[src/rtl/seq_alu_pkg.sv]
// Shared opcodes and FSM state encoding for the sequential ALU.
package seq_alu_pkg;

   localparam logic [2:0] OP_ADD = 3'b000;
   localparam logic [2:0] OP_SUB = 3'b001;
   localparam logic [2:0] OP_AND = 3'b010;
   localparam logic [2:0] OP_OR  = 3'b011;
   localparam logic [2:0] OP_XOR = 3'b100;
   localparam logic [2:0] OP_SHL = 3'b101;
   localparam logic [2:0] OP_MUL = 3'b110;
   localparam logic [2:0] OP_RSV = 3'b111;

   typedef enum logic [1:0] {
      S_IDLE = 2'd0,
      S_EXEC = 2'd1,
      S_DONE = 2'd2
   } state_t;

endpackage

[src/rtl/seq_alu_if.sv]
// Operand/result handshake bundle between a source/sink (master) and the ALU (slave).
interface seq_alu_if #(parameter int WIDTH = 8);

   logic             in_valid;
   logic             in_ready;
   logic [WIDTH-1:0] a;
   logic [WIDTH-1:0] b;
   logic [2:0]       sel;
   logic             out_valid;
   logic             out_ready;
   logic [WIDTH-1:0] result;
   logic [WIDTH-1:0] result_hi;
   logic             carry_out;
   logic             zero;
   logic             negative;
   logic             overflow;

   modport master (
      output in_valid, a, b, sel, out_ready,
      input  in_ready, out_valid, result, result_hi, carry_out, zero, negative, overflow
   );

   modport slave (
      input  in_valid, a, b, sel, out_ready,
      output in_ready, out_valid, result, result_hi, carry_out, zero, negative, overflow
   );

endinterface

[src/rtl/seq_alu_mul.sv]
// Iterative shift-add unsigned multiplier, one partial product per clock.
// done is high during the cycle whose edge performs the last step; product
// carries the post-step sum, so the caller captures it on that same edge.
module seq_alu_mul #(
   parameter int WIDTH = 8
) (
   input  logic               clk,
   input  logic               rst,
   input  logic               start,
   input  logic [WIDTH-1:0]   a,
   input  logic [WIDTH-1:0]   b,
   output logic               busy,
   output logic               done,
   output logic [2*WIDTH-1:0] product
);

   localparam int CW = $clog2(WIDTH);

   logic [2*WIDTH-1:0] mcand;
   logic [2*WIDTH-1:0] acc;
   logic [2*WIDTH-1:0] acc_next;
   logic [WIDTH-1:0]   mplier;
   logic [CW-1:0]      count;
   logic               running;

   // Once the multiplier is exhausted mplier is zero, so product stays put.
   assign acc_next = acc + (mplier[0] ? mcand : '0);
   assign product  = acc_next;
   assign busy     = running;
   assign done     = running && (count == '0);

   // Load operands on start, then one shift-add step per cycle until terminal count.
   always_ff @(posedge clk or posedge rst) begin
      if (rst) begin
         mcand   <= '0;
         acc     <= '0;
         mplier  <= '0;
         count   <= '0;
         running <= 1'b0;
      end else if (start) begin
         mcand   <= {{WIDTH{1'b0}}, a};
         acc     <= '0;
         mplier  <= b;
         count   <= CW'(WIDTH - 1);
         running <= 1'b1;
      end else if (running) begin
         acc    <= acc_next;
         mcand  <= mcand << 1;
         mplier <= mplier >> 1;
         if (count == '0) begin
            running <= 1'b0;
         end else begin
            count <= count - 1'b1;
         end
      end
   end

endmodule

[src/rtl/seq_alu.sv]
// Registered WIDTH-bit ALU with valid/ready handshakes and an iterative multiply.
//
// state  | meaning
// IDLE   | waiting for an operation; in_ready high
// EXEC   | multiply in progress; inputs ignored
// DONE   | result and flags valid, held until out_ready
module seq_alu
   import seq_alu_pkg::*;
#(
   parameter int WIDTH = 8
) (
   input logic      clk,
   input logic      rst,
   seq_alu_if.slave bus
);

   localparam int SHW = $clog2(WIDTH);
   localparam int MSB = WIDTH - 1;

   state_t             state;
   logic [WIDTH-1:0]   result;
   logic [WIDTH-1:0]   result_hi;
   logic               carry_out;
   logic               zero;
   logic               negative;
   logic               overflow;

   logic [WIDTH:0]     sum_ext;
   logic [WIDTH-1:0]   alu_res;
   logic               alu_carry;
   logic               alu_ovf;

   logic               mul_start;
   logic               mul_busy;
   logic               mul_done;
   logic [2*WIDTH-1:0] mul_product;

   assign bus.in_ready  = (state == S_IDLE);
   assign bus.out_valid = (state == S_DONE);
   assign bus.result    = result;
   assign bus.result_hi = result_hi;
   assign bus.carry_out = carry_out;
   assign bus.zero      = zero;
   assign bus.negative  = negative;
   assign bus.overflow  = overflow;

   assign mul_start = (state == S_IDLE) && bus.in_valid && (bus.sel == OP_MUL);

   seq_alu_mul #(.WIDTH(WIDTH)) u_mul (
      .clk     (clk),
      .rst     (rst),
      .start   (mul_start),
      .a       (bus.a),
      .b       (bus.b),
      .busy    (mul_busy),
      .done    (mul_done),
      .product (mul_product)
   );

   // Single-cycle datapath for every opcode except MUL; MUL and reserved yield zero here.
   always_comb begin
      sum_ext   = '0;
      alu_res   = '0;
      alu_carry = 1'b0;
      alu_ovf   = 1'b0;
      case (bus.sel)
         OP_ADD: begin
            sum_ext   = {1'b0, bus.a} + {1'b0, bus.b};
            alu_res   = sum_ext[WIDTH-1:0];
            alu_carry = sum_ext[WIDTH];
            alu_ovf   = (bus.a[MSB] == bus.b[MSB]) && (alu_res[MSB] != bus.a[MSB]);
         end
         OP_SUB: begin
            sum_ext   = {1'b0, bus.a} - {1'b0, bus.b};
            alu_res   = sum_ext[WIDTH-1:0];
            alu_carry = sum_ext[WIDTH];
            alu_ovf   = (bus.a[MSB] != bus.b[MSB]) && (alu_res[MSB] != bus.a[MSB]);
         end
         OP_AND:  alu_res = bus.a & bus.b;
         OP_OR:   alu_res = bus.a | bus.b;
         OP_XOR:  alu_res = bus.a ^ bus.b;
         OP_SHL:  alu_res = bus.a << bus.b[SHW-1:0];
         default: alu_res = '0;
      endcase
   end

   // Control FSM; result and flags only update on edges that enter DONE.
   always_ff @(posedge clk or posedge rst) begin
      if (rst) begin
         state     <= S_IDLE;
         result    <= '0;
         result_hi <= '0;
         carry_out <= 1'b0;
         zero      <= 1'b1;
         negative  <= 1'b0;
         overflow  <= 1'b0;
      end else begin
         case (state)
            S_IDLE: begin
               if (bus.in_valid) begin
                  if (bus.sel == OP_MUL) begin
                     state <= S_EXEC;
                  end else begin
                     result    <= alu_res;
                     result_hi <= '0;
                     carry_out <= alu_carry;
                     zero      <= (alu_res == '0);
                     negative  <= alu_res[MSB];
                     overflow  <= alu_ovf;
                     state     <= S_DONE;
                  end
               end
            end
            S_EXEC: begin
               if (mul_done) begin
                  result    <= mul_product[WIDTH-1:0];
                  result_hi <= mul_product[2*WIDTH-1:WIDTH];
                  carry_out <= 1'b0;
                  zero      <= (mul_product == '0);
                  negative  <= mul_product[2*WIDTH-1];
                  overflow  <= 1'b0;
                  state     <= S_DONE;
               end else if (!mul_busy) begin
                  // multiplier lost its operation; abandon rather than wait forever
                  state <= S_IDLE;
               end
            end
            S_DONE: begin
               if (bus.out_ready) begin
                  state <= S_IDLE;
               end
            end
            default: state <= S_IDLE;
         endcase
      end
   end

endmodule
[src/flat_wrapper.sv]
// flat-port wrapper written by rule: the top's interface ports become plain ports
module seq_alu_flat import seq_alu_pkg::*;
#(
   parameter int WIDTH = 8
)
  (clk, rst, bus_in_valid, bus_a, bus_b, bus_sel, bus_out_ready, bus_in_ready, bus_out_valid, bus_result, bus_result_hi, bus_carry_out, bus_zero, bus_negative, bus_overflow);
  seq_alu_if #(.WIDTH(WIDTH)) bus_i ();
  input logic clk;
  input logic rst;
  input wire logic [$bits(bus_i.in_valid)-1:0] bus_in_valid;
  input wire logic [$bits(bus_i.a)-1:0] bus_a;
  input wire logic [$bits(bus_i.b)-1:0] bus_b;
  input wire logic [$bits(bus_i.sel)-1:0] bus_sel;
  input wire logic [$bits(bus_i.out_ready)-1:0] bus_out_ready;
  output wire logic [$bits(bus_i.in_ready)-1:0] bus_in_ready;
  output wire logic [$bits(bus_i.out_valid)-1:0] bus_out_valid;
  output wire logic [$bits(bus_i.result)-1:0] bus_result;
  output wire logic [$bits(bus_i.result_hi)-1:0] bus_result_hi;
  output wire logic [$bits(bus_i.carry_out)-1:0] bus_carry_out;
  output wire logic [$bits(bus_i.zero)-1:0] bus_zero;
  output wire logic [$bits(bus_i.negative)-1:0] bus_negative;
  output wire logic [$bits(bus_i.overflow)-1:0] bus_overflow;
  assign bus_i.in_valid = bus_in_valid;
  assign bus_i.a = bus_a;
  assign bus_i.b = bus_b;
  assign bus_i.sel = bus_sel;
  assign bus_i.out_ready = bus_out_ready;
  assign bus_in_ready = bus_i.in_ready;
  assign bus_out_valid = bus_i.out_valid;
  assign bus_result = bus_i.result;
  assign bus_result_hi = bus_i.result_hi;
  assign bus_carry_out = bus_i.carry_out;
  assign bus_zero = bus_i.zero;
  assign bus_negative = bus_i.negative;
  assign bus_overflow = bus_i.overflow;
  seq_alu #(.WIDTH(WIDTH)) u_core (.clk(clk), .rst(rst), .bus(bus_i));
endmodule
[config.mk]
export PLATFORM = sky130hd
export DESIGN_NAME = seq_alu_flat
export DESIGN_NICKNAME = d
export VERILOG_FILES = /design/src/rtl/seq_alu_pkg.sv /design/src/rtl/seq_alu_if.sv /design/src/rtl/seq_alu_mul.sv /design/src/rtl/seq_alu.sv /design/src/flat_wrapper.sv
export SDC_FILE = /design/constraint.sdc
export NUM_CORES = 1
export LEC_CHECK = 0
export BUFFER_PORTS_ARGS = -buffer_cell sky130_fd_sc_hd__buf_2
export CAP_MARGIN = 20
export CORE_MARGIN = 4
export CORE_UTILIZATION = 63
export CTS_BUF_LIST = sky130_fd_sc_hd__clkbuf_4
export DETAILED_ROUTE_END_ITERATION = 6
export PLACE_DENSITY = 0.83
export SLEW_MARGIN = 0
export SYNTH_ARGS = -nofsm -noshare
export SYNTH_HDL_FRONTEND = slang
export SYNTH_HIERARCHICAL = 1
export SYNTH_SLANG_ARGS = --single-unit
[constraint.sdc]
create_clock -name clk -period 3.4 [get_ports clk]
set_input_delay 1.02 -clock clk [delete_from_list [all_inputs] [get_ports clk]]
set_output_delay 1.02 -clock clk [all_outputs]
set_load 0.03 [all_outputs]
# --- Yosys cells after proc, flatten, opt, wreduce, memory -nomap -nowiden ---
# Index checks and enable logic that the tools add are counted.
classes:
  n_addsub: 4
  n_mul: 0
  n_div: 0
  magnitude_cmp: 0
  n_eq_ne: 18
  shifts: 1
  mux: 45
  bitwise_logic: 3
  reduce_logical: 15
op_table:
  columns: ["op", "n"]
  rows:
  - ["two-way mux 16 bit", 5]
  - ["two-way mux 8 bit", 8]
  - ["case mux 8 bit (6 select lines)", 1]
  - ["case mux 8 bit (2 select lines)", 2]
  - ["adder 16 bit", 1]
  - ["zero test 16 bit", 1]
  - ["two-way mux 1 bit", 14]
  - ["case mux 1 bit (2 select lines)", 6]
  - ["two-way mux 2 bit", 5]
  - ["adder 8 x 8 -> 9 bit", 1]
  - ["equality test 3 bit, second input constant", 3]
  - ["two-way mux 3 bit", 3]
  - ["subtractor 8 x 8 -> 9 bit", 1]
  - ["AND 8 bit", 1]
  - ["zero test 8 bit", 1]
  - ["OR 8 bit", 1]
  - ["left shift 8 x 3 -> 8 bit", 1]
  - ["XOR 8 bit", 1]
  - ["equality test 3 x 2 -> 1 bit, second input constant", 2]
  - ["zero test 3 bit", 2]
  - ["!= test 2 bit, second input constant", 3]
  - ["case mux 2 bit (3 select lines)", 1]
  - ["logical AND 1 bit", 5]
  - ["!= test 2 x 1 -> 1 bit, second input constant", 2]
  - ["12 further kinds", 15]
totals:
  regBits: 66
  latch_bits: 0
  mem_bits_rw: 0
  rom_bits: 0
  input_bits: 23
  out_inout_bits: 22
  memories: 0

# --- Longest topological paths before layout ---
# Gate-level depths: netlist of run 1.
depth:
  word_depth: 7
  depth_mapped: 15
  mapped_depth_nobuf: 14

# --- Modules after synthesis ---
# Netlist of run 1, hierarchy kept.
modules_own_cells:
  columns: ["mod", "n_inst", "cells_each", "area_per_inst_um2", "seq_area_each_um2"]
  rows:
  - ["seq_alu_mul", 1, 297, 2832.7, 1101.1]
  - ["seq_alu", 1, 315, 2487.4, 551.8]

# --- Worst setup path before layout of run 1 ---
# No wires, ideal clock.
synth_timing:
  path_kind: "input port to flip-flop"
  from: "input bus_b[1]"
  to: "register u_core.zero (netlist: u_core/bus.zero)"
  setup_time_ns: 0.091
  arrival_ns: 3.070
  required_time_ns: 3.309
  path_slack_ns: 0.239
  stages: 10
  n_path_buf: 1
  path_cell_list: "clkbuf_1 -> inv_1 -> ha_1 -> a211o_1 -> o211ai_1 -> xnor2_1 -> a221oi_1 -> nand4_1 -> or2_0 -> o31ai_1"
synth_via:
  elab_chain_cells: 6
synth_lines:
  columns: ["element", "line_no", "rtl"]
  rows:
  - ["from (decl)", "flat_wrapper.sv:12", "input wire logic [$bits(bus_i.b)-1:0] bus_b;"]
  - ["subtractor 8 x 8 -> 9 bit, or another cell as far along", "seq_alu.sv:74", "sum_ext = {1'b0, bus.a} - {1'b0, bus.b};"]
  - ["case mux 8 bit (6 select lines) *", "seq_alu.sv:66", "case (bus.sel)"]
  - ["zero test 8 bit *", "seq_alu.sv:107", "zero <= (alu_res == '0);"]
  - ["two-way mux 1 bit *", "seq_alu.sv:101", "if (bus.sel == OP_MUL) begin"]
  - ["two-way mux 1 bit *", "seq_alu.sv:100", "if (bus.in_valid) begin"]
  - ["case mux 1 bit (2 select lines) *", "seq_alu.sv:98", "case (state)"]
  - ["to (signal assigned)", "seq_alu.sv:107", null]
  - ["to (signal assigned)", "seq_alu.sv:119", "zero <= (mul_product == '0);"]
  - ["to (decl)", "seq_alu.sv:24", "logic zero;"]
# Every way passes the cells marked *; elsewhere a longest branch is shown, timed or not. The select of a mux whose other input is x is not followed.
# A chain may end at the register's enable or synchronous reset.

# --- Final worst setup path of run 1 ---
layout_timing:
  from: "register u_core.u_mul.mplier[0]"
  to: "register u_core.zero (netlist: u_core/bus.zero)"
layout_via:
  elab_chain_cells: 5
layout_lines:
  columns: ["element", "line_no", "rtl"]
  rows:
  - ["from (decl)", "seq_alu_mul.sv:22", "logic [WIDTH-1:0] mplier;"]
  - ["from (signal assigned)", "seq_alu_mul.sv:49", "mplier <= mplier >> 1;"]
  - ["two-way mux 16 bit", "seq_alu_mul.sv:27", "assign acc_next = acc + (mplier[0] ? mcand : '0);"]
  - ["adder 16 bit", "seq_alu_mul.sv:27", null]
  - ["named net u_core.mul_product[12]", "seq_alu.sv:36", "logic [2*WIDTH-1:0] mul_product;"]
  - ["zero test 16 bit", "seq_alu.sv:119", null]
  - ["two-way mux 1 bit", "seq_alu.sv:115", "if (mul_done) begin"]
  - ["case mux 1 bit (2 select lines)", "seq_alu.sv:98", null]
# The timed path passes the listed nets, and every way through them passes these cells. The select of a mux whose other input is x is not followed.

==> impl_summary.log, run 1 <==
INFO  metric drt-pass1-iter-count = 5
INFO  metric setup_tns = 0 ps
INFO  metric numPlacedInstances = 762
INFO  metric drv_cap = 0
INFO  metric grt_pass1_wl = 24.0 mm
INFO  metric crit_type = flop to flop
INFO  metric post-route-period-util = 0.972
INFO  metric syn_inst = 612
INFO  metric grt_pass1_vias = 4865
INFO  metric setup_violations_final = 0
INFO  metric synth.top_cell.area_share = 0.306
INFO  metric floorplan.io_pins = 45
INFO  metric finalHoldWorstSlack = 485 ps
INFO  metric vias_per_cell = 6.30
INFO  metric wl_per_cell = 18.7 um
INFO  metric yosysMostFrequentCell = sky130_fd_sc_hd__nand2_1
INFO  metric dp.final_hpwl = 11.0 mm
INFO  metric final_core_util = 0.730
INFO  metric fin_nets = 738
INFO  metric max_slew_margin = 0.374
INFO  metric globalRoute.totalOverflow = 0
INFO  metric grt_util_met3 = 0.0445
INFO  metric min-delay-start = u_core/bus.negative$_DFFE_PP0P_
INFO  metric drive_gt1_frac = 0.190
INFO  metric clk_root_buffer_cell = sky130_fd_sc_hd__clkbuf_4
INFO  metric regToRegStartpoint = u_core/u_mul/mplier[0]$_DFFE_PP0P_
INFO  metric cts.reportedPaths.clkPinSlew = 120 ps
INFO  metric syn_nets = 681
INFO  metric power-per-cell-area = 588 nW/um^2
INFO  metric top_cells_by_instance_count_after_synthesis = 72 x sky130_fd_sc_hd__nand2_1, 65 x sky130_fd_sc_hd__dfrtp_1, 46 x sky130_fd_sc_hd__nor2_1
INFO  metric syn2layout_area_growth = 12.8%
INFO  metric synth.largest_area_cell = sky130_fd_sc_hd__dfrtp_1
INFO  metric numCtsBuffers = 9
INFO  metric route.final.wire_length = 14.6 mm
INFO  metric tritoncts = done
INFO  metric initial_utilization = 0.647
INFO  metric final_cell_count_no_fill = 779
INFO  metric post-layout-total-power = 3.53 mW
INFO  metric timing_max_transition_violations_final = 0
INFO  metric drcViolationCount = 0
INFO  metric routed-via-count = 4911
INFO  metric cp_data_required_time = 3730 ps
INFO  metric worst-endpoint-arrival = 3640 ps
INFO  metric synthesis.area = 5320 sq um
INFO  metric clock_tree.htree_level_count = 3
INFO  metric avgSynthCellArea = 8.69 sq um
INFO  metric final_hold_vio_count = 0
INFO  metric total_leakage_power = 2.94 nW
INFO  metric fraction_of_registers_with_async_set_or_reset_after_synthesis = 1.00
INFO  metric cts_max_path_buffers = 2
INFO  metric seq_area_frac_synth = 0.311
INFO  metric ys_warn_count = 6
INFO  metric end_kind = flop
INFO  metric number_of_synthesized_flops_with_an_enable_pin = 0
INFO  metric global_route.usage.met1 = 0.397
INFO  metric synth_cell_types = 74
INFO  metric grt_util_all_layers = 0.299
INFO  metric finalWorstPathRequiredPeriod = 3300 ps
INFO  metric netlist_top_cells_area = sky130_fd_sc_hd__dfrtp_1 31%, sky130_fd_sc_hd__ha_1 10%, sky130_fd_sc_hd__mux2i_1 7.1%, sky130_fd_sc_hd__nand2_1 5.1%, sky130_fd_sc_hd__o21ai_0 4.0%
INFO  metric clk_latency = 420 ps
INFO  metric die_area = 9980 sq um
INFO  metric antenna_violating_nets_post_route = 0
INFO  metric critical_path.startpoint = u_core/u_mul/mplier[0]$_DFFE_PP0P_
INFO  metric post-place-ws = -120 ps
INFO  metric most_instantiated_flip_flop_cell_in_the_synthesis_netlist = sky130_fd_sc_hd__dfrtp_1
INFO  metric worst_slew_pin_slew = 933 ps
INFO  metric cts_hold_buffers = 0
INFO  metric fp.dieH = 99.9 um
INFO  metric portBuffers = 44
INFO  metric number_of_antenna_violations_at_the_first_check_in_global_routing = 0
INFO  metric max_clock_freq = 0.303 GHz
INFO  metric worst_hold_path_type = flop to flop
INFO  metric core_area = 8220 sq um
INFO  metric grt_max_degree = 50
INFO  metric placement.cell_area = 5780 sq um
INFO  metric antenna_cells = 0
INFO  metric final_critical_path_setup_slack = 95.0 ps
INFO  metric setup_clock_skew_after_layout = 14.1 ps
INFO  metric critPathLaunchType = flop
INFO  metric placementRows = 33
INFO  metric run_status = finished, final reports clean
INFO  metric use_met2 = 0.491
INFO  metric cts.sink_count = 66
INFO  metric final_design_area_no_fill = 6000 sq um
INFO  metric dieWidth = 99.9 um
INFO  metric global_routing_s_busiest_layer = met2
INFO  metric worst_voltage_drop_across_the_vdd_grid = 0.000343 V
INFO  metric finalWeightedCongestion = 1.03
INFO  metric starting_drt_drc_count = 353
INFO  metric worst-path-max-fanout = 10
INFO  metric synth_seq_cells = 66
INFO  metric fillers = 625
[metal layers]
metal | wire [um] | part of all wire
met2 | 7000 | 0.48
met1 | 6170 | 0.42
met4 | 510 | 0.035
met3 | 883 | 0.061
met5 | 0 | 0
[placed cells by master, fill, tap and decap left out, types with 5 or more instances in the layout]
cell type | netlist | final
sky130_fd_sc_hd__nand3_1 | 12 | 12
sky130_fd_sc_hd__a221oi_1 | 5 | 5
sky130_fd_sc_hd__dfrtp_1 | 65 | 63
sky130_fd_sc_hd__a22o_1 | 7 | 7
sky130_fd_sc_hd__clkbuf_4 | 0 | 9
sky130_fd_sc_hd__nor3_1 | 6 | 5
sky130_fd_sc_hd__nor2_1 | 46 | 46
sky130_fd_sc_hd__o31ai_1 | 6 | 6
sky130_fd_sc_hd__buf_2 | 12 | 44
sky130_fd_sc_hd__a21oi_2 | 1 | 5
sky130_fd_sc_hd__xor2_1 | 8 | 8
sky130_fd_sc_hd__nand4_1 | 6 | 6
sky130_fd_sc_hd__ha_1 | 43 | 42
sky130_fd_sc_hd__and2_1 | 15 | 15
sky130_fd_sc_hd__inv_1 | 34 | 33
sky130_fd_sc_hd__o211ai_1 | 8 | 8
sky130_fd_sc_hd__mux2i_1 | 38 | 38
sky130_fd_sc_hd__nor2b_1 | 6 | 6
sky130_fd_sc_hd__a21oi_1 | 33 | 29
sky130_fd_sc_hd__o21ai_0 | 42 | 42
sky130_fd_sc_hd__buf_4 | 1 | 39
sky130_fd_sc_hd__a21o_1 | 8 | 8
sky130_fd_sc_hd__xnor2_1 | 12 | 12
sky130_fd_sc_hd__nand2_1 | 72 | 72
sky130_fd_sc_hd__nand2b_1 | 11 | 11
[power breakdown]
| group | leakage [nW] | switching [mW] | total [mW] | internal (mW) |
|---|---|---|---|---|
| combinational | 1.99 | 1.02 | 1.71 | 0.691 |
| sequential | 0.863 | 0.170 | 1.20 | 1.03 |
| clock | 0.0835 | 0.314 | 0.611 | 0.297 |
[cells by family (layout without fill, tap and decap cells)]
| kind of cell | Yosys count | count (layout) | synth area share |
|---|---|---|---|
| mux | 42 | 42 | 0.0863 |
| compound gates | 157 | 157 | 0.205 |
| flops | 66 | 66 | 0.311 |
| buf+inv | 72 | 134 | 0.0586 |
| simple gates | 209 | 209 | 0.195 |
| xor+xnor | 20 | 20 | 0.0329 |
| fa+ha+maj | 46 | 46 | 0.112 |
[worst max-delay path, stage by stage (launching register included)]
cell and delay (ps):
sky130_fd_sc_hd__dfrtp_2 460, sky130_fd_sc_hd__buf_12 140, sky130_fd_sc_hd__and2_1 170, sky130_fd_sc_hd__ha_1 340, sky130_fd_sc_hd__buf_4 170, sky130_fd_sc_hd__nand2_1 70
sky130_fd_sc_hd__nor2_1 50, sky130_fd_sc_hd__or3_1 410, sky130_fd_sc_hd__nor3_2 220, sky130_fd_sc_hd__nor2_1 80, sky130_fd_sc_hd__or4_1 550, sky130_fd_sc_hd__nor4_2 200
sky130_fd_sc_hd__nand4_1 130, sky130_fd_sc_hd__nor2_1 100, sky130_fd_sc_hd__a21oi_1 50, sky130_fd_sc_hd__o31ai_1 80
[cell type report]
| cell class | instances | area (sq um) | share of cell area |
|---|---|---|---|
| multi-input cells | 474 | 3390 | 0.565 |
| flip-flops and latches | 66 | 1660 | 0.276 |
| repair buffers | 84 | 533 | 0.0888 |
| well taps | 105 | 131 | 0.0219 |
| inverters | 34 | 128 | 0.0213 |
| clock inverters | 7 | 93.8 | 0.0156 |
| clock buffers | 9 | 67.6 | 0.0113 |
[state kept, by name, indices dropped and copies added, names as in the netlist, 2 cells and up]
register	cells
u_core/u_mul/mplier	8
u_core/u_mul/mcand	16
u_core/state	2
u_core/bus.result_hi	8
u_core/u_mul/count	3
u_core/bus.result	8
u_core/u_mul/acc	16
[worst paths after layout]
check,endpoint,slack (ps),depth (start not counted)
max,u_core/bus.zero$_DFFE_PP1P_,100,15
min,u_core/bus.negative$_DFFE_PP0P_,480,2
max reg2reg,u_core/bus.zero$_DFFE_PP1P_,100,15
min reg2reg,u_core/bus.negative$_DFFE_PP0P_,480,2
max in group asynchronous,u_core/u_mul/mplier[0]$_DFFE_PP0P_,1980,3
min in group asynchronous,u_core/u_mul/acc[11]$_DFFE_PP0P_,680,2
[timing repair]
action	in CTS	in global routing
resized for setup	2	7
setup buffers	0	1
setup endpoints to repair	1	1
gates cloned	0	0
Note: power is estimated with default switching activity, not from simulation.
==> run 2: changes to the inputs <==
- CAP_MARGIN: 20 -> 25
- CELL_PAD_IN_SITES_DETAIL_PLACEMENT: unset -> 1
- CELL_PAD_IN_SITES_GLOBAL_PLACEMENT: unset -> 1
- CORE_UTILIZATION: 63 -> 48
- PLACE_DENSITY: 0.83 -> unset
- PLACE_DENSITY_LB_ADDON: unset -> 0.1
==> impl_summary.log, run 2 (synthesis gave the netlist of run 1 again) <==
INFO  metric grt_util_all_layers = 0.273 (-0.0261)
INFO  metric multiInputGateArea = 3400 sq um (+0.18%)
INFO  metric end_kind = flop
INFO  metric seqCellArea = 1650 sq um (about the same)
INFO  metric drv_cap = 0 (unchanged)
INFO  metric finalWorstPathRequiredPeriod = 3320 ps (+13.7 ps)
INFO  metric route.final.wire_length = 17.0 mm (+16%)
INFO  metric clk_latency = 450 ps (+30 ps)
INFO  metric grt_pass1_vias = 5237 (+7.6%)
INFO  metric total_leakage_power = 2.99 nW (+1.8%)
INFO  metric clk_root_buffer_cell = sky130_fd_sc_hd__clkbuf_4
INFO  metric portBuffers = 44 (unchanged)
INFO  metric cp_data_required_time = 3770 ps (+40 ps)
INFO  metric post-place-ws = -101 ps (+18.7 ps)
INFO  metric run_status = finished, final reports clean
INFO  metric grt_pass1_wl = 27.7 mm (+16%)
INFO  metric max_clock_freq = 0.301 GHz (-0.41%)
INFO  metric clock_tree.htree_level_count = 3 (unchanged)
INFO  metric final_critical_path_setup_slack = 81.3 ps (-13.7 ps)
INFO  metric cpPeakStageDelay = 550 ps (about the same)
INFO  metric fillers = 1342 (+110%)
INFO  metric finalHoldWorstSlack = 507 ps (+21.7 ps)
INFO  metric post-layout-total-power = 3.56 mW (+0.82%)
INFO  metric critPathLaunchType = flop
INFO  metric layout.cells.most_common_list = 72 x sky130_fd_sc_hd__nand2_1, 64 x sky130_fd_sc_hd__dfrtp_1, 50 x sky130_fd_sc_hd__buf_4
INFO  metric worst-endpoint-arrival = 3690 ps (+50 ps)
INFO  metric setup_tns = 0 ps (unchanged)
INFO  metric core_area = 10800 sq um (+32%)
INFO  metric number_of_antenna_violations_at_the_first_check_in_global_routing = 0 (unchanged)
INFO  metric fp.dieH = 113 um (+13%)
INFO  metric wl_per_cell = 20.5 um (+9.8%)
INFO  metric cts.sink_count = 66 (unchanged)
INFO  metric timing_max_transition_violations_final = 0 (unchanged)
INFO  metric drt-pass1-iter-count = 5 (unchanged)
INFO  metric wl_met1 = 7.03 mm (+14%)
INFO  metric cts.reportedPaths.clkPinSlew = 110 ps (about the same)
INFO  metric syn2layout_area_growth = 15.5%
INFO  metric starting_drt_drc_count = 314 (-11%)
INFO  metric post-route-period-util = 0.976 (+0.00403)
INFO  metric finalWeightedCongestion = 0.904 (-12%)
INFO  metric power-per-cell-area = 579 nW/um^2 (-1.6%)
INFO  metric critical-path-slowest-cell = sky130_fd_sc_hd__xnor2_1
INFO  metric top_layer_used_by_detailed_routing = met4
INFO  metric layout.cells.most_common = sky130_fd_sc_hd__nand2_1
INFO  metric antenna_cells = 0 (unchanged)
INFO  metric floorplan.io_pins = 45 (unchanged)
INFO  metric dp.final_hpwl = 13.2 mm (+20%)
INFO  metric vias_per_cell = 6.03 (-4.4%)
INFO  metric crit_chain = buf_12 -> and2_1 -> ha_1 -> a21oi_1 -> o21ai_0 -> a31oi_1 -> nand2_1 -> xnor2_1 -> nor4_2 -> nand4_1 -> nor2_1 -> a21oi_1 -> o31ai_1
INFO  metric fin_nets = 751 (+1.8%)
INFO  metric numCtsBuffers = 9 (unchanged)
INFO  metric final_design_area_no_fill = 6150 sq um (+2.4%)
INFO  metric tritoncts = done
INFO  metric initial_utilization = 0.491 (-0.157)
INFO  metric worst_hold_path_type = flop to flop
INFO  metric dr_wl_met2 = 8.87 mm (+27%)
INFO  metric die_area = 12800 sq um (+29%)
INFO  metric placementRows = 38 (+15%)
INFO  metric grt_max_degree = 46 (-8.0%)
INFO  metric worst_voltage_drop_across_the_vdd_grid = 0.000324 V (-5.3%)
INFO  metric routed-via-count = 4977 (+1.3%)
INFO  metric globalRoute.totalOverflow = 0 (unchanged)
INFO  metric max_slew_margin = 0.420 (+0.0458)
INFO  metric drive_gt1_frac = 0.204 (+0.0142)
INFO  metric worst_slew_pin_slew = 869 ps (-63.8 ps)
INFO  metric placement.cell_area = 5970 sq um (+3.2%)
INFO  metric worst-path-max-fanout = 15 (+5)
INFO  metric antenna_violating_nets_post_route = 0 (unchanged)
INFO  metric cts_max_path_buffers = 2 (unchanged)
INFO  metric largestRegisters = u_core/u_mul/acc x16, u_core/u_mul/mcand x16
INFO  metric setup_violations_final = 0 (unchanged)
INFO  metric critical-path-top-cell-by-count = sky130_fd_sc_hd__a21oi_1
INFO  metric met3RoutedLength = 540 um (-39%)
INFO  metric final_hold_vio_count = 0 (unchanged)
INFO  metric drcViolationCount = 0 (unchanged)
INFO  metric setup_clock_skew_after_layout = 32.2 ps (+18.0 ps)
INFO  metric dieWidth = 113 um (+13%)
INFO  metric cts_hold_buffers = 0 (unchanged)
INFO  metric crit_type = flop to flop
==> run 2: cell types whose count changed in the layout (fill, tap and decap cells not counted), sizes merged <==
cell	change
bufinv	-1
clkinv	-2
buf	+13
clkbuf	+2
==> run 2: where the power goes <==
part           leakage, nW  internal (mW)  switching [mW]
Sequential           0.864           1.03           0.184
Clock               0.0680          0.232           0.303
Combinational         2.06          0.731            1.07
Total                 2.99           2.00            1.56
==> run 2: worst max-delay path: cells and delay by family, from the launching register on <==
| kind | cells | cell delay, ps |
|---|---|---|
| AOI/OAI and AO/OA | 5 | 1080 |
| buffers and inverters | 1 | 160 |
| DFF | 1 | 440 |
| xor gates and xnor gates | 1 | 550 |
| and+or+nand+nor | 5 | 640 |
| adders and majority gates | 1 | 370 |
==> run 2: final cells by class <==
cell class,instances,area share
clock buffers,11,0.0134
clock inverters,4,0.00733
inverters,34,0.0208
multi-input cells,474,0.553
flip-flops and latches,66,0.269
well taps,140,0.0285
repair buffers,97,0.108
==> run 2: per-stage QoR <==
stage | std cells | util
floorplan | 612 | -
global placement | 809 | 0.548
detailed placement | 810 | 0.551
CTS | 825 | 0.563
global route | 826 | 0.567
finish | 826 | 0.567
==> run 2: layer usage <==
layer	vias to the layer above	GRT usage
li1	2322	-
met1	2518	0.321
met5	-	0
met3	36	0.0396
met2	101	0.502
met4	0	0.0986
==> run 2: path summary, 6_finish.rpt <==
kind | depth (start not counted) | start | slack [ps] | to
worst min register to register | 2 | u_core/bus.result_hi[3]$_DFFE_PP0P_ | 510 | u_core/bus.result_hi[3]$_DFFE_PP0P_
worst max register to register | 13 | u_core/u_mul/mplier[0]$_DFFE_PP0P_ | 80 | u_core/bus.zero$_DFFE_PP1P_
min in group asynchronous | 2 | rst | 550 | u_core/u_mul/count[2]$_DFFE_PP0P_
max in group asynchronous | 2 | rst | 2080 | u_core/bus.result[7]$_DFFE_PP0P_
worst min-delay path | 2 | u_core/bus.result_hi[3]$_DFFE_PP0P_ | 510 | u_core/bus.result_hi[3]$_DFFE_PP0P_
worst max-delay path | 13 | u_core/u_mul/mplier[0]$_DFFE_PP0P_ | 80 | u_core/bus.zero$_DFFE_PP1P_
==> run 2: timing repair <==
action                                  in CTS  in global routing
resized for setup                            1                  8
endpoints found under the setup margin       1                  1
pin swaps                                    0                  2
setup buffers                                0                  1
cloned                                       0                  0
==> run 3: changes to the inputs <==
- CTS_BUF_LIST: sky130_fd_sc_hd__clkbuf_4 -> sky130_fd_sc_hd__clkbuf_8
==> impl_summary.log, run 3 (synthesis gave the netlist of run 1 again) <==
INFO  metric post-route-period-util = 0.965 (-0.0114)
INFO  metric cp_data_required_time = 3690 ps (-80 ps)
INFO  metric final_cell_count_no_fill = 828 (+0.24%)
INFO  metric fin_nets = 753 (+0.27%)
INFO  metric pwr-share-comb = 0.487 (-0.020)
INFO  metric layout.cells.most_common_list = 72 x sky130_fd_sc_hd__nand2_1, 64 x sky130_fd_sc_hd__dfrtp_1, 52 x sky130_fd_sc_hd__buf_4
INFO  metric wl_per_cell = 20.7 um (+0.76%)
INFO  metric routed-via-count = 5008 (+0.62%)
INFO  metric setup_violations_final = 0 (unchanged)
INFO  metric switching_component_of_the_power = 1.57 mW (+0.93%)
INFO  metric grt_util_all_layers = 0.278 (+0.00478)
INFO  metric drt-pass1-iter-count = 4 (-1)
INFO  metric clock_tree.htree_level_count = 3 (unchanged)
INFO  metric internal_power = 2.14 mW (+7.1%)
INFO  metric setup_tns = 0 ps (unchanged)
INFO  metric grt_max_degree = 46 (unchanged)
INFO  metric drcViolationCount = 0 (unchanged)
INFO  metric drive_gt1_frac = 0.205 (+0.000860)
INFO  metric run_status = finished, final reports clean
INFO  metric setup_clock_skew_after_layout = 11.2 ps (-20.9 ps)
INFO  metric finalWeightedCongestion = 0.904 (unchanged)
INFO  metric floorplan.io_pins = 45 (unchanged)
INFO  metric initial_utilization = 0.491 (unchanged)
INFO  metric grt_pass1_wl = 28.1 mm (+1.3%)
INFO  metric route.final.wire_length = 17.1 mm (+1.0%)
INFO  metric max_slew_margin = 0.419 (-0.000504)
INFO  metric critPathLaunchType = flop
INFO  metric share_seq_of_total_power = 0.329 (-0.014)
INFO  metric placement.cell_area = 5970 sq um (unchanged)
INFO  metric worst-path-max-fanout = 15 (unchanged)
INFO  metric vias_per_cell = 6.05 (+0.38%)
INFO  metric netSwitchingFraction = 0.424 (-0.0145)
INFO  metric layout.cells.most_common = sky130_fd_sc_hd__nand2_1
INFO  metric antenna_violating_nets_post_route = 0 (unchanged)
INFO  metric antenna_cells = 0 (unchanged)
INFO  metric final_core_util = 0.574 (+0.00658)
INFO  metric portBuffers = 44 (unchanged)
INFO  metric syn2layout_area_growth = 16.9%
INFO  metric timing_max_transition_violations_final = 0 (unchanged)
INFO  metric worst_voltage_drop_across_the_vdd_grid = 0.000327 V (+0.73%)
INFO  metric total_leakage_power = 3.04 nW (+1.6%)
INFO  metric drv_cap = 0 (unchanged)
INFO  metric final_hold_vio_count = 0 (unchanged)
INFO  metric dp.final_hpwl = 13.2 mm (unchanged)
INFO  metric power.share.clock = 0.184 (+0.033)
INFO  metric crit_type = flop to flop
INFO  metric max_clock_freq = 0.305 GHz (+1.2%)
INFO  metric numCtsBuffers = 9 (unchanged)
INFO  metric starting_drt_drc_count = 278 (-11%)
INFO  metric die_area = 12800 sq um (unchanged)
INFO  metric tritoncts = done
INFO  metric largestRegisters = u_core/u_mul/acc x16, u_core/u_mul/mcand x16
INFO  metric clk_latency = 360 ps (-90 ps)
INFO  metric globalRoute.totalOverflow = 0 (unchanged)
INFO  metric worst-endpoint-arrival = 3570 ps (-120 ps)
INFO  metric final_design_area_no_fill = 6220 sq um (+1.2%)
INFO  metric numPlacedInstances = 810 (unchanged)
INFO  metric fp.dieH = 113 um (unchanged)
INFO  metric dieWidth = 113 um (unchanged)
INFO  metric core_area = 10800 sq um (unchanged)
INFO  metric cts.sink_count = 66 (unchanged)
INFO  metric worst_slew_pin_slew = 870 ps (+0.754 ps)
INFO  metric end_kind = flop
INFO  metric cts.reportedPaths.clkPinSlew = 70 ps (-40 ps)
INFO  metric power-per-cell-area = 597 nW/um^2 (+3.2%)
INFO  metric number_of_antenna_violations_at_the_first_check_in_global_routing = 0 (unchanged)
INFO  metric placementRows = 38 (unchanged)
INFO  metric clk_root_buffer_cell = sky130_fd_sc_hd__clkbuf_8
INFO  metric finalWorstPathRequiredPeriod = 3280 ps (-38.9 ps)
INFO  metric grt_pass1_vias = 5322 (+1.6%)
INFO  metric worst_hold_path_type = flop to flop
INFO  metric cts_max_path_buffers = 2 (unchanged)
==> run 3: cell types whose count changed in the layout (fill, tap and decap cells not counted), sizes merged <==
cell | previous run | this run
clkinv | 3 | 1
buf | 97 | 99
inv | 33 | 35
==> run 3: timing repair <==
action / in CTS / in global routing
gates resized for setup: 1 / 7
buffers inserted: 0 / 3
hold buffers: 0 / 0
setup endpoints to repair: 1 / 1
pin swaps: 0 / 3
==> run 3: final cells by class <==
type	count	area, sq um
tap	140	175
inverter	34	128
sequential	66	1650
multi-input combinational	474	3390
timing repair buffer	99	678
clock buffer	11	151
clock inverter	4	45.0
fill	1328	4620
==> run 3: final timing paths <==
| check | start | to | slack (ps) | cells after the start |
|---|---|---|---|---|
| hold / removal | u_core/bus.result_hi[4]$_DFFE_PP0P_ | u_core/bus.result_hi[4]$_DFFE_PP0P_ | 490 | 2 |
| setup reg to reg | u_core/u_mul/mplier[0]$_DFFE_PP0P_ | u_core/bus.zero$_DFFE_PP1P_ | 120 | 14 |
| max in group asynchronous | rst | u_core/bus.result[1]$_DFFE_PP0P_ | 2010 | 2 |
| setup / recovery | u_core/u_mul/mplier[0]$_DFFE_PP0P_ | u_core/bus.zero$_DFFE_PP1P_ | 120 | 14 |
| min in group asynchronous | rst | u_core/u_mul/count[2]$_DFFE_PP0P_ | 640 | 2 |
| hold reg to reg | u_core/bus.result_hi[4]$_DFFE_PP0P_ | u_core/bus.result_hi[4]$_DFFE_PP0P_ | 490 | 2 |
==> run 3: power groups by stage <==
stage | registers [mW] | logic, mW | clock network, mW
finish | 1.22 | 1.81 | 0.683
global route | 1.25 | 1.97 | 0.740
global placement | 1.21 | 1.66 | 0
CTS | 1.22 | 1.78 | 0.704
detailed placement | 1.23 | 1.75 | 0
floorplan | 1.24 | 1.11 | 0
==> run 3: stage by stage <==
| stage | total power [mW] | setup slack [ps] | hold slack, ps |
|---|---|---|---|
| 3_5_place_dp | 2.98 | -101 | 476 |
| 3_3_place_gp | 2.87 | -55.8 | 461 |
| 4_1_cts | 3.70 | 32.0 | 501 |
| 5_1_grt | 3.96 | -18.5 | 525 |
| 2_1_floorplan | 2.36 | 239 | 453 |
| 6_report | 3.71 | 120 | 492 |
==> run 3: critical path: stages, from the launching register on <==
cell,delay [ps]
sky130_fd_sc_hd__dfrtp_1,420
sky130_fd_sc_hd__buf_12,160
sky130_fd_sc_hd__and2_1,170
sky130_fd_sc_hd__ha_1,310
sky130_fd_sc_hd__buf_4,170
sky130_fd_sc_hd__a21o_1,150
sky130_fd_sc_hd__a31o_1,240
sky130_fd_sc_hd__a31oi_1,310
sky130_fd_sc_hd__nand2_1,170
sky130_fd_sc_hd__xnor2_1,540
sky130_fd_sc_hd__nor4_2,120
sky130_fd_sc_hd__nand4_1,120
sky130_fd_sc_hd__nor2_1,60
sky130_fd_sc_hd__a21oi_1,150
sky130_fd_sc_hd__o31ai_1,90
==> run 3: per-layer routing <==
layer	vias up	GRT usage	wire length, um
li1	2322	-	-
met1	2521	0.325	6950
met2	124	0.509	8970
met3	41	0.0396	658
met4	0	0.111	560
met5	-	0	0
